## config.mk

```make
export PLATFORM = sky130hd
export DESIGN_NAME = gray_counter
export DESIGN_NICKNAME = d
export VERILOG_FILES = /design/src/rtl/gray_counter_pkg.sv /design/src/rtl/gray2bin_n.sv /design/src/rtl/gray_counter.sv
export SDC_FILE = /design/constraint.sdc
export NUM_CORES = 1
export LEC_CHECK = 0
export BUFFER_PORTS_ARGS = -buffer_cell sky130_fd_sc_hd__buf_2
export CAP_MARGIN = 20
export CELL_PAD_IN_SITES_DETAIL_PLACEMENT = 1
export CELL_PAD_IN_SITES_GLOBAL_PLACEMENT = 1
export CORE_UTILIZATION = 30
export CTS_BUF_LIST = sky130_fd_sc_hd__clkbuf_16
export DETAILED_ROUTE_END_ITERATION = 7
export GPL_TIMING_DRIVEN = 0
export PLACE_DENSITY_LB_ADDON = 0.1
export SLEW_MARGIN = 20
export SYNTH_ARGS = -nofsm -noshare
export SYNTH_HDL_FRONTEND = slang
export SYNTH_SLANG_ARGS = --single-unit
```

## constraint.sdc

```tcl
create_clock -name clk -period 2.3 [get_ports clk]
set_clock_uncertainty 0.1 [all_clocks]
set_input_delay 0.345 -clock clk [delete_from_list [all_inputs] [get_ports clk]]
set_output_delay 0.345 -clock clk [all_outputs]
set_load 0.01 [all_outputs]
```

## src/rtl/gray_counter_pkg.sv

```systemverilog
// Shared Gray-code helpers and direction encoding for the counter and its decode stage.
// Helpers work on zero-extended values up to FN_W bits; callers cast back to their own width.
package gray_counter_pkg;

   localparam int FN_W = 32;

   localparam logic DIR_UP = 1'b1;
   localparam logic DIR_DN = 1'b0;

   function automatic logic [FN_W-1:0] bin2gray(input logic [FN_W-1:0] bin_v);
      return bin_v ^ (bin_v >> 1);
   endfunction

   // Prefix XOR from the MSB down; leading zeros of a narrower value decode to zeros.
   function automatic logic [FN_W-1:0] gray2bin(input logic [FN_W-1:0] gray_v);
      logic [FN_W-1:0] bin_v;
      bin_v[FN_W-1] = gray_v[FN_W-1];
      for (int i = FN_W - 2; i >= 0; i--) begin
         bin_v[i] = bin_v[i+1] ^ gray_v[i];
      end
      return bin_v;
   endfunction

endpackage

```

## src/rtl/gray2bin_n.sv

```systemverilog
// Generic-width combinational Gray-to-binary decoder (prefix XOR from the MSB down).
// Shared with the downstream decode stage.
module gray2bin_n #(
   parameter int WIDTH = 5
) (
   input  logic [WIDTH-1:0] gray,
   output logic [WIDTH-1:0] bin
);

   // Each binary bit is the parity of all Gray bits at or above it.
   for (genvar i = 0; i < WIDTH; i++) begin : g_bit
      assign bin[i] = ^gray[WIDTH-1:i];
   end

endmodule

```

## src/rtl/gray_counter.sv

```systemverilog
// Registered up/down Gray-code counter with synchronous load, wrap/saturate ends,
// terminal-count pulse and saturation level. WIDTH is limited to 2..32.
module gray_counter
   import gray_counter_pkg::*;
#(
   parameter int WIDTH = 5,
   parameter bit WRAP  = 1'b1
) (
   input  logic             clk,
   input  logic             rst_n,
   input  logic             en,
   input  logic             up_dn,
   input  logic             load,
   input  logic [WIDTH-1:0] load_g,
   output logic [WIDTH-1:0] g,
   output logic [WIDTH-1:0] b,
   output logic             tc,
   output logic             sat
);

   localparam logic [WIDTH-1:0] MAX_B  = '1;
   localparam logic [WIDTH-1:0] ZERO_B = '0;

   logic [WIDTH-1:0] b_q;
   logic [WIDTH-1:0] b_nxt;
   logic [WIDTH-1:0] g_nxt;
   logic [WIDTH-1:0] load_b;
   logic             tc_nxt;
   logic             sat_nxt;

   gray2bin_n #(.WIDTH(WIDTH)) u_load_dec (
      .gray (load_g),
      .bin  (load_b)
   );

   // NOTE: every output of this block gets a default first so no path leaves it unassigned (no latch).
   always_comb begin
      b_nxt   = b_q;
      tc_nxt  = 1'b0;
      sat_nxt = sat;
      if (load) begin
         b_nxt = load_b;
      end else if (en) begin
         if (up_dn == DIR_UP) begin
            if (b_q == MAX_B) begin
               if (WRAP) begin
                  b_nxt  = ZERO_B;
                  tc_nxt = 1'b1;
               end
            end else begin
               b_nxt  = b_q + 1'b1;
               tc_nxt = !WRAP && (b_nxt == MAX_B);
            end
         end else begin
            if (b_q == ZERO_B) begin
               if (WRAP) begin
                  b_nxt  = MAX_B;
                  tc_nxt = 1'b1;
               end
            end else begin
               b_nxt  = b_q - 1'b1;
               tc_nxt = !WRAP && (b_nxt == ZERO_B);
            end
         end
      end
      // Saturation is only re-evaluated when the register is written; a plain hold keeps it.
      if (load || en) begin
         sat_nxt = !WRAP && ((b_nxt == ZERO_B) || (b_nxt == MAX_B));
      end
   end

   // Gray is formed from the next binary value so g and b land on the same edge.
   assign g_nxt = WIDTH'(bin2gray(FN_W'(b_nxt)));

   // NOTE: sequential state uses non-blocking assignments so all registers update together.
   always_ff @(posedge clk or negedge rst_n) begin
      if (!rst_n) begin
         b_q <= '0;
         g   <= '0;
         tc  <= 1'b0;
         sat <= 1'b0;
      end else begin
         b_q <= b_nxt;
         g   <= g_nxt;
         tc  <= tc_nxt;
         sat <= sat_nxt;
      end
   end

   assign b = b_q;

endmodule

```

# --- Word level (Yosys, flattened, before mapping) ---
# Index checks and enable logic that the tools add are counted.
totals:
  ff_bits: 11
  latchBits: 0
  ramBits: 0
  rom_bits: 0
  inputBits: 10
  output_inout_bits: 12
  wordCells: 22
  mem_count: 0
classes:
  add_sub_neg: 2
  multipliers: 0
  div_mod_pow: 0
  order_cmp: 0
  n_eq_ne: 1
  n_shift: 0
  mux: 10
  bitwise: 1
  n_reduce_logical: 5
op_table:
  columns: ["op", "count"]
  rows:
  - ["5-bit two-way mux", 5]
  - ["5-bit by 1-bit adder with 5-bit output (second input constant)", 1]
  - ["5-bit equality test (second input constant)", 1]
  - ["5-bit zero test", 1]
  - ["1-bit two-way mux", 5]
  - ["5-bit parity", 1]
  - ["5-bit by 1-bit subtractor with 5-bit output (second input constant)", 1]
  - ["5-bit by 4-bit bitwise XOR with 5-bit output", 1]
  - ["4-bit parity", 1]
  - ["3-bit parity", 1]
  - ["2-bit parity", 1]

# --- Longest topological paths before layout ---
# Gate-level depths: netlist (run 1).
depth:
  ltp_word: 6
  ltp_mapped: 8

# --- By module ---
# Synthesis (run 1) repeated with hierarchy kept, for this count alone.
unflattened:
  cells_unflattened: 69
  hier_area_um2: 704.4
by_module_without_submodules:
  columns: ["module", "n_inst", "cells_each", "area_per_inst_um2", "seq_area_each_um2"]
  rows:
  - ["gray_counter", 1, 63, 631.9, 250.2]
  - ["gray2bin_n", 1, 6, 72.6, 0.0]

# --- Least setup slack after synthesis (run 1) ---
# OpenSTA, ideal clock, no wires.
synth_timing:
  kind: "register to register"
  start: "register b_q[0] (netlist: b[0])"
  end: "register g[1]"
  setup_time_ns: 0.140
  arrival_time_ns: 1.880
  t_required_ns: 2.060
  path_slack_ns: 0.180
  stages_incl_launch_ff: 9
  cell_sequence: "dfrtp_1 > ha_1 > and3_1 > ha_1 > nand3b_1 > a211o_1 > a21oi_1 > a21oi_1 > xor2_1"
synth_between:
  elab_chain_len: 6
synth_lines:
  columns: ["element", "line_no", "source"]
  rows:
  - ["start, declared", "gray_counter.sv:24", "logic [WIDTH-1:0] b_q;"]
  - ["start signal, assigned", "gray_counter.sv:83", "b_q <= b_nxt;"]
  - ["5-bit by 1-bit subtractor with 5-bit output (tied with other cells)", "gray_counter.sv:61", "b_nxt = b_q - 1'b1;"]
  - ["5-bit two-way mux, on equally long branches", "gray_counter.sv:55, gray_counter.sv:45", null]
  - ["5-bit two-way mux *", "gray_counter.sv:44", "if (up_dn == DIR_UP) begin"]
  - ["5-bit two-way mux *", "gray_counter.sv:43", "end else if (en) begin"]
  - ["5-bit two-way mux *", "gray_counter.sv:41", "if (load) begin"]
  - ["5-bit by 4-bit bitwise XOR with 5-bit output *", "gray_counter_pkg.sv:11", "return bin_v ^ (bin_v >> 1);"]
  - ["named net g_nxt[1]", "gray_counter.sv:26", "logic [WIDTH-1:0] g_nxt;"]
  - ["end signal, assigned", "gray_counter.sv:84", "g <= g_nxt;"]
  - ["end, declared", "gray_counter.sv:15", "output logic [WIDTH-1:0] g,"]
# The timed path passes the listed nets; every way through them passes the cells marked *.

# --- Worst setup path after layout (run 1) ---
# Ends and elaborated chain as after synthesis.

==> results_dict.tcl, run 1 <==
set metrics [dict create \
    numCtsBuffers 3 \
    cp_common_cell "a21oi_2" \
    worstPathArrival_ns 2.18 \
    fin_setup_tns_ns 0 \
    cp_cell_sequence "ha_1 > and3_1 > ha_2 > nand3b_1 > a211o_1 > a21oi_2 > a21oi_2 > xor2_1" \
    final_util_pct 42.4 \
    crit_path_top_delay_cell "dfrtp_2" \
    synth-edff-count 0 \
    path_max_fanout 7 \
    wl_per_cell_um 14.3 \
    coreArea_um2 2230 \
    synth_cells 69 \
    crit_required_ns 2.30 \
    die_width_um 51.1 \
    grt_max_degree 11 \
    grt_pass1_vias 587 \
    critical-path-top-delay-family "compound AO/OA/AOI/OAI gates" \
    yosysMostFrequentCell "dfrtp_1" \
    finalPower_uw 828 \
    postCtsSetupBuffers 0 \
    cts_tree "yes" \
    overflow 0 \
    vias_per_cell 4.72 \
    slew_viol_final 0 \
    routabilityCongestion 0.715 \
    initial_core_util_pct 32.4 \
    rows 17 \
    fin_area_um2 946 \
    synth.area.mux_share_pct 1.56 \
    peakVddDrop_mv 0.539 \
    status "finished, final reports clean" \
    met1_usage_pct 17.7 \
    p_leak_uw 0.000440 \
    crit_path_end_kind "register" \
    gr-usage-all-layers_pct 15.8 \
    clock_latency_ns 0.23 \
    yosys.area_share.adder_pct 5.19 \
    synthSimpleGateAreaFrac_pct 14.2 \
    yosys_most_used_dff "dfrtp_1" \
    drc_errors 0 \
    nNetsFinal 106 \
    synth_top_area_share_pct 34.6 \
    setup_ws_ns 0.113 \
    drive_above_1_share_pct 42.9 \
    setup_viol 0 \
    grt_use_met2_pct 28.1 \
    rsz0062_at_grt "false" \
    clock-sinks 10 \
    crit_type "register to register" \
    post-route-period-util_pct 95.1 \
    portBuffers 18 \
    cp_num_buf_inv 0 \
    area_growth_syn_to_layout_pct 30.8 \
    synthArstFlopShare_pct 100 \
    critPathMaxStageDelay_ns 0.44 \
    hp-class "primary input to register" \
    ys_top_cells_by_count "dfrtp_1 (10), inv_1 (7), a21oi_1 (5)" \
    netlist_area_um2 723 \
    antenna_cells 0 \
    hpwl_um 1290 \
    ys_seq_area_share_pct 34.6 \
    startpoint_type "register" \
    clock.fmax_mhz 457 \
    grt_pass1_wl_um 2850 \
    die_y_um 51.1 \
    dr.pass1.iters 1 \
    post-route-min-period_ns 2.19 \
    pin_count 22 \
    syn_area_per_cell_um2 10.5 \
    ys_ff_latch 10 \
    clockRootBuffer "clkbuf_16" \
    busiest_layer "met2" \
    clkTransAtPathRegs_ns 0.04 \
    synth_top_family_by_area "compound AO/OA/AOI/OAI gates" \
    syn_nets 82 \
    antenna_left 0 \
    synth_cell_types 30 \
    antenna_found_initial 0 \
    die_area_um2 2610 \
    clockBufferDepth 2 \
    use_met3_pct 2.98 \
    placed_cell_area_um2 848 \
    maxCapViolations 0 \
    h-tree-depth 1 \
    final_hold_viol_count 0 \
    preCtsSetupSlack_ns -0.0327 \
    ys_top_cells_by_area "dfrtp_1 (35%), a221oi_2 (6.2%), ha_1 (5.2%)" \
    totalWireLength_um 1710 \
    synth-xor-area-share_pct 15.4 \
    synth_compound_area_share_pct 20.2 \
    yosys_warnings 0 \
    power_density_nw_per_um2 876 \
    vias 562 \
    drt_iter0_drc 0 \
    yosys.area.top_type "dfrtp_1" \
]
[sequential cells by signal, summed over array words and instances (netlist names)]
register	flops
tc	1
g	4
b	5
[through the flow]
step,instances,hold WS (ns)
finish,119,0.267
global route,119,0.276
CTS,119,0.259
detailed placement,115,0.110
global placement,115,0.109
floorplan,69,-0.0506
[placed cells by master, fill, tap and decap left out, types with 2 or more instances in the layout]
cell	n
inv_1	7
a21oi_2	2
o21ai_1	2
nor3b_1	3
ha_1	2
dfrtp_1	8
nand2_1	3
nand2b_1	2
buf_2	18
xnor2_1	4
dfrtp_2	2
a21oi_1	3
o21ai_0	3
a221oi_2	3
xor2_1	4
clkbuf_16	3
buf_4	3
[per-layer routing]
metal  up-vias  wire [um]
met2        10        901
met3         0         35
met4         0          0
li1        277          -
met1       275        769
met5         -          0
[cell type report]
cell class	instances	area, um2
clock buffers	3	75.1
flip-flops and latches	10	253
plain buffers	4	33.8
multi-input cells	48	423
fillers	262	1290
inverters	7	26.3
well taps	28	35.0
repair buffers	19	100
[where the power goes]
part / internal [uW] / switching [uW]
Clock: 224 / 70.3
Combinational: 132 / 140
Sequential: 221 / 41.2
[worst paths after layout]
| check | from | slack, ns | cells after the start | to |
|---|---|---|---|---|
| worst min register to register | b[1] | 0.54 | 2 | b[1] |
| worst max-delay path | b[0] | 0.11 | 8 | g[1] |
| max in group asynchronous | rst_n | 1.48 | 2 | b[1] |
| worst min-delay path | load | 0.27 | 2 | b[0] |
| min in group asynchronous | rst_n | 0.42 | 2 | g[1] |
| worst max register to register | b[0] | 0.11 | 8 | g[1] |
[repair_timing]
action,4_1_cts,5_1_grt
resized for setup,2,3
endpoints found under the setup margin,2,2
gates cloned,0,0
hold endpoints to repair,10,0
hold buffers,1,0
[cells by family (layout without fill, tap and decap cells)]
logic type	Yosys count	after routing
AO/OA/AOI/OAI	17	17
AND/OR/NAND/NOR	16	16
buffers and inverters	11	33
XOR/XNOR	10	10
flip-flops	10	10
adder cells (fa/ha/maj)	3	3
other	1	1
multiplexers	1	1
No activity file was read; power rests on OpenSTA's default activity.
==> inputs of run 2 (changes only) <==
--- a/config.mk
+++ b/config.mk
@@ -8,12 +8,12 @@
 export BUFFER_PORTS_ARGS = -buffer_cell sky130_fd_sc_hd__buf_2
 export CAP_MARGIN = 20
 export CELL_PAD_IN_SITES_DETAIL_PLACEMENT = 1
-export CELL_PAD_IN_SITES_GLOBAL_PLACEMENT = 1
+export CELL_PAD_IN_SITES_GLOBAL_PLACEMENT = 2
 export CORE_UTILIZATION = 30
 export CTS_BUF_LIST = sky130_fd_sc_hd__clkbuf_16
 export DETAILED_ROUTE_END_ITERATION = 7
 export GPL_TIMING_DRIVEN = 0
-export PLACE_DENSITY_LB_ADDON = 0.1
+export PLACE_DENSITY = 0.88
 export SLEW_MARGIN = 20
 export SYNTH_ARGS = -nofsm -noshare
 export SYNTH_HDL_FRONTEND = slang
==> run 2 against run 1 <==
Effect of this change:
- flip-flop and latch count did not move
- global-route usage fell by 1.9 points
- fmax rose by 0.48%
- critical path depth did not move
- setup slack improved by 0.010 ns
- die area did not move
- largest power group unchanged
- highest routed layer is now met4
==> results_dict.tcl, run 2 (synthesis gave the netlist of run 1 again) <==
set metrics [dict create \
    status "finished, final reports clean" \
    clock-sinks 10 \
    peakVddDrop_mv 0.611 \
    clkTransAtPathRegs_ns 0.04 \
    regArea_um2 251 \
    numCtsBuffers 3 \
    clockRootBuffer "clkbuf_16" \
    nNetsFinal 106 \
    area_growth_syn_to_layout_pct 30.6 \
    holdWs_ns 0.270 \
    cp_common_cell "a21oi_2" \
    final_util_pct 42.3 \
    slew_viol_final 0 \
    critPathMaxStageDelay_ns 0.44 \
    die_width_um 51.1 \
    grt_pass1_vias 594 \
    setup_ws_ns 0.123 \
    antenna_found_initial 0 \
    crit_path_end_kind "register" \
    preCtsSetupSlack_ns -0.000673 \
    rows 17 \
    multi_input_area_um2 423 \
    path_max_fanout 7 \
    startpoint_type "register" \
    drc_errors 0 \
    post-route-period-util_pct 94.6 \
    setup_viol 0 \
    grt_pass1_wl_um 2670 \
    gr-usage-all-layers_pct 13.9 \
    die_y_um 51.1 \
    fin_area_um2 945 \
    clockBufferDepth 2 \
    portBuffers 18 \
    antenna_cells 0 \
    drive_above_1_share_pct 41.8 \
    totalWireLength_um 1550 \
    routabilityCongestion 0.694 \
    pin_count 22 \
    initial_core_util_pct 32.4 \
    worstPathArrival_ns 2.17 \
    num-fill-cells 258 \
    drt_iter0_drc 5 \
    overflow 0 \
    cts_tree "yes" \
    hpwl_um 1230 \
    clock.fmax_mhz 459 \
    dr.pass1.iters 4 \
    placed_cell_area_um2 848 \
    antenna_left 0 \
    post-route-min-period_ns 2.18 \
    finalPower_uw 824 \
    h-tree-depth 1 \
    crit_required_ns 2.29 \
    grt_max_degree 11 \
    largest_reg_flops 5 \
    crit_path_top_delay_cell "dfrtp_2" \
    maxCapViolations 0 \
    die_area_um2 2610 \
    p_leak_uw 0.000441 \
    coreArea_um2 2230 \
    final_common_cell "buf_2" \
    power_density_nw_per_um2 873 \
    clock_latency_ns 0.23 \
    wl_per_cell_um 13.1 \
    final_hold_viol_count 0 \
    most-common-layout-cells "buf_2 (18), dfrtp_1 (9), inv_1 (7)" \
    crit_type "register to register" \
    vias 566 \
    vias_per_cell 4.76 \
    cp_cell_sequence "ha_1 > and3_1 > ha_2 > nand3b_1 > a211o_1 > a21oi_2 > a21oi_2 > xor2_1" \
    hp-class "primary input to register" \
]
==> run 2: cell counts in the layout (fill, tap and decap cells not counted) <==
No cell type changed its count.
==> run 2: routing by layer <==
layer  GRT usage (%)  wire length [um]  vias to the layer above
li1                -                 -                      278
met1            17.1               685                      276
met2            23.2               808                       10
met3            1.49                51                        2
met4            8.33                 8                        0
met5               0                 0                        -
==> run 2: worst max-delay path: cells and delay by family (launching register included) <==
| family | cells | cell delay [ns] |
|---|---|---|
| fa+ha+maj | 2 | 0.44 |
| simple gates | 2 | 0.35 |
| flops | 1 | 0.44 |
| xor+xnor | 1 | 0.17 |
| compound gates | 3 | 0.55 |
==> run 2: what timing repair did <==
item | 4_1_cts | 5_1_grt
setup buffers | 0 | 0
pin swaps | 0 | 0
hold buffers | 1 | 0
endpoints found under the hold margin | 10 | 0
gates resized for setup | 1 | 3
setup endpoints to repair | 1 | 2
==> run 2: stage by stage <==
step	setup TNS [ns]	cells
after global placement	0	115
final	0	119
after floorplan	0	69
after CTS	0	119
after global routing	-0.0108	119
after detailed placement	-0.000673	115
==> run 2: area by class of cell <==
type,count,share of cell area [%]
clock buffers,3,7.95
repair buffers,19,10.6
plain buffers,4,3.58
multi-input cells,48,44.8
well taps,28,3.71
inverters,7,2.78
flip-flops and latches,10,26.6
==> run 2: report_power, final <==
| group | switching (uW) | internal (uW) | total, uW |
|---|---|---|---|
| Combinational | 140 | 132 | 271 |
| Clock | 67.4 | 224 | 292 |
| Sequential | 40.9 | 220 | 261 |
==> run 2: path summary, 6_finish.rpt <==
path | from | end | slack [ns] | cells after the start
worst max-delay path | b[0] | g[1] | 0.12 | 8
worst min-delay path | load | b[0] | 0.27 | 2
worst max register to register | b[0] | g[1] | 0.12 | 8
worst min register to register | b[1] | b[1] | 0.57 | 2
max in group asynchronous | rst_n | b[0] | 1.49 | 2
min in group asynchronous | rst_n | b[2] | 0.41 | 2
==> inputs of run 3 (changes only) <==
--- a/config.mk
+++ b/config.mk
@@ -10,7 +10,7 @@
 export CELL_PAD_IN_SITES_DETAIL_PLACEMENT = 1
 export CELL_PAD_IN_SITES_GLOBAL_PLACEMENT = 2
 export CORE_UTILIZATION = 30
-export CTS_BUF_LIST = sky130_fd_sc_hd__clkbuf_16
+export CTS_BUF_LIST = sky130_fd_sc_hd__clkbuf_8 sky130_fd_sc_hd__clkbuf_16
 export DETAILED_ROUTE_END_ITERATION = 7
 export GPL_TIMING_DRIVEN = 0
 export PLACE_DENSITY = 0.88
==> run 3 against run 2 <==
Effect of this change:
- power fell by 15%
- die area unchanged
- cell count stayed put
- global-route usage fell by 0.38 points
- first-iteration DRC count decreased by 20%
- sequential power barely moved
- clock power down 42%
- core utilization down 1.5 points
- fmax shrank 0.18%
==> results_dict.tcl, run 3 (synthesis gave the netlist of run 1 again) <==
set metrics [dict create \
    power_density_nw_per_um2 766 \
    worstPathArrival_ns 2.17 \
    clock-sinks 10 \
    hpwl_um 1230 \
    p_clk_share_pct 24.1 \
    vias_per_cell 4.81 \
    area_growth_syn_to_layout_pct 26.0 \
    totalWireLength_um 1510 \
    cp_cell_sequence "ha_1 > and3_1 > ha_2 > nand3b_1 > a211o_1 > a21oi_2 > a21oi_2 > xor2_1" \
    slew_viol_final 0 \
    die_width_um 51.1 \
    comb_power_share_pct 38.5 \
    finalPower_uw 698 \
    dr.pass1.iters 4 \
    num-fill-cells 262 \
    grt_pass1_wl_um 2590 \
    final_hold_viol_count 0 \
    clock.fmax_mhz 459 \
    final_common_cell "buf_2" \
    clockBufferDepth 2 \
    r2r_start "b[1]" \
    status "finished, final reports clean" \
    antenna_found_initial 0 \
    numCtsBuffers 3 \
    vias 572 \
    crit_path_top_delay_cell "dfrtp_1" \
    p_leak_uw 0.000426 \
    grt_pass1_vias 583 \
    antenna_left 0 \
    peakVddDrop_mv 0.467 \
    cp_common_cell "a21oi_2" \
    largest_reg_flops 5 \
    regArea_um2 251 \
    crit_required_ns 2.29 \
    routabilityCongestion 0.694 \
    drive_above_1_share_pct 41.8 \
    die_y_um 51.1 \
    cp-endpoint "g[1]" \
    crit_start "b[1]" \
    rows 17 \
    hp-class "primary input to register" \
    reg2reg_slack_ns 0.12 \
    crit_type "register to register" \
    initial_core_util_pct 32.4 \
    placed_cells 115 \
    postCtsSetupBuffers 0 \
    critPathMaxStageDelay_ns 0.44 \
    worst_r2r_path_depth 8 \
    startpoint_type "register" \
    pin_count 22 \
    die_area_um2 2610 \
    finalNonFillerCells 119 \
    drt_iter0_drc 4 \
    coreArea_um2 2230 \
    gr-usage-all-layers_pct 13.5 \
    post-route-min-period_ns 2.18 \
    clock_latency_ns 0.23 \
    multi_input_area_um2 423 \
    path_max_fanout 6 \
    switching_power_uw 233 \
    fin_setup_tns_ns 0 \
    internal_power_uw 465 \
    h-tree-depth 1 \
    drc_errors 0 \
    power_frac_seq_pct 37.4 \
    r2r-end "g[1]" \
    post-route-period-util_pct 94.8 \
    p_sw_share_pct 33.3 \
    grt_max_degree 11 \
    wl_per_cell_um 12.6 \
    nNetsFinal 106 \
    cts_tree "yes" \
    antenna_cells 0 \
    clkTransAtPathRegs_ns 0.04 \
    setup_viol 0 \
    overflow 0 \
    clockRootBuffer "clkbuf_8" \
    most-common-layout-cells "buf_2 (18), dfrtp_1 (9), inv_1 (7)" \
    portBuffers 18 \
    maxCapViolations 0 \
    crit_path_end_kind "register" \
]
run 3: changes by cell type in the layout (fill, tap and decap cells not counted):
cell,before,now
clkbuf_8,0,3
clkbuf_16,3,0
run 3: worst min-delay path by stage:
stage	startpoint	to	slack [ns]	cells after the start
2_1_floorplan	rst_n	b[0]	-0.05	0
3_3_place_gp	rst_n	g[0]	0.10	1
3_5_place_dp	rst_n	g[2]	0.11	1
4_1_cts	load	b[0]	0.26	2
5_1_grt	load	b[0]	0.28	2
6_report	load	b[0]	0.27	2
run 3: layout make-up:
class,count,share of cell area [%]
buffer,4,3.71
timing repair buffer,19,11.0
clock buffer,3,4.53
inverter,7,2.88
sequential,10,27.6
tap,28,3.85
multi-input combinational,48,46.4
run 3: stage by stage:
stage	setup slack [ns]	utilization (%)	instance area, um2	hold slack (ns)
final	0.119	40.8	911	0.272
after global routing	-0.00623	40.8	911	0.277
after detailed placement	-0.000673	38.0	848	0.112
after global placement	0.0166	38.0	848	0.105
after CTS	0.0233	40.3	901	0.261
after floorplan	0.180	-	723	-0.0506
run 3: routing by layer:
metal	global-route usage [%]	up-vias	wire length (um)
met3	1.79	4	67
met2	21.7	12	733
met1	16.5	278	673
met4	9.72	0	31
met5	0	-	0
li1	-	278	-
run 3: worst max-delay path: cells and delay by family, from the launching register on:
family / cells / cell delay [ns]
compound gates: 3 / 0.54
flops: 1 / 0.44
fa+ha+maj: 2 / 0.44
simple gates: 2 / 0.35
xor+xnor: 1 / 0.17
run 3: power groups by stage:
| stage | sequential (uW) | combinational [uW] | clock (uW) |
|---|---|---|---|
| after floorplan | 278 | 160 | 0 |
| after global placement | 261 | 259 | 0 |
| after detailed placement | 263 | 267 | 0 |
| after CTS | 262 | 270 | 171 |
| after global routing | 267 | 297 | 186 |
| final | 261 | 269 | 168 |
run 3: timing repair:
action,CTS,global route
setup endpoints to repair,1,2
hold buffers,1,0
hold endpoints to repair,10,0
pin swaps,0,0
gates resized for setup,1,3
gates cloned,0,0
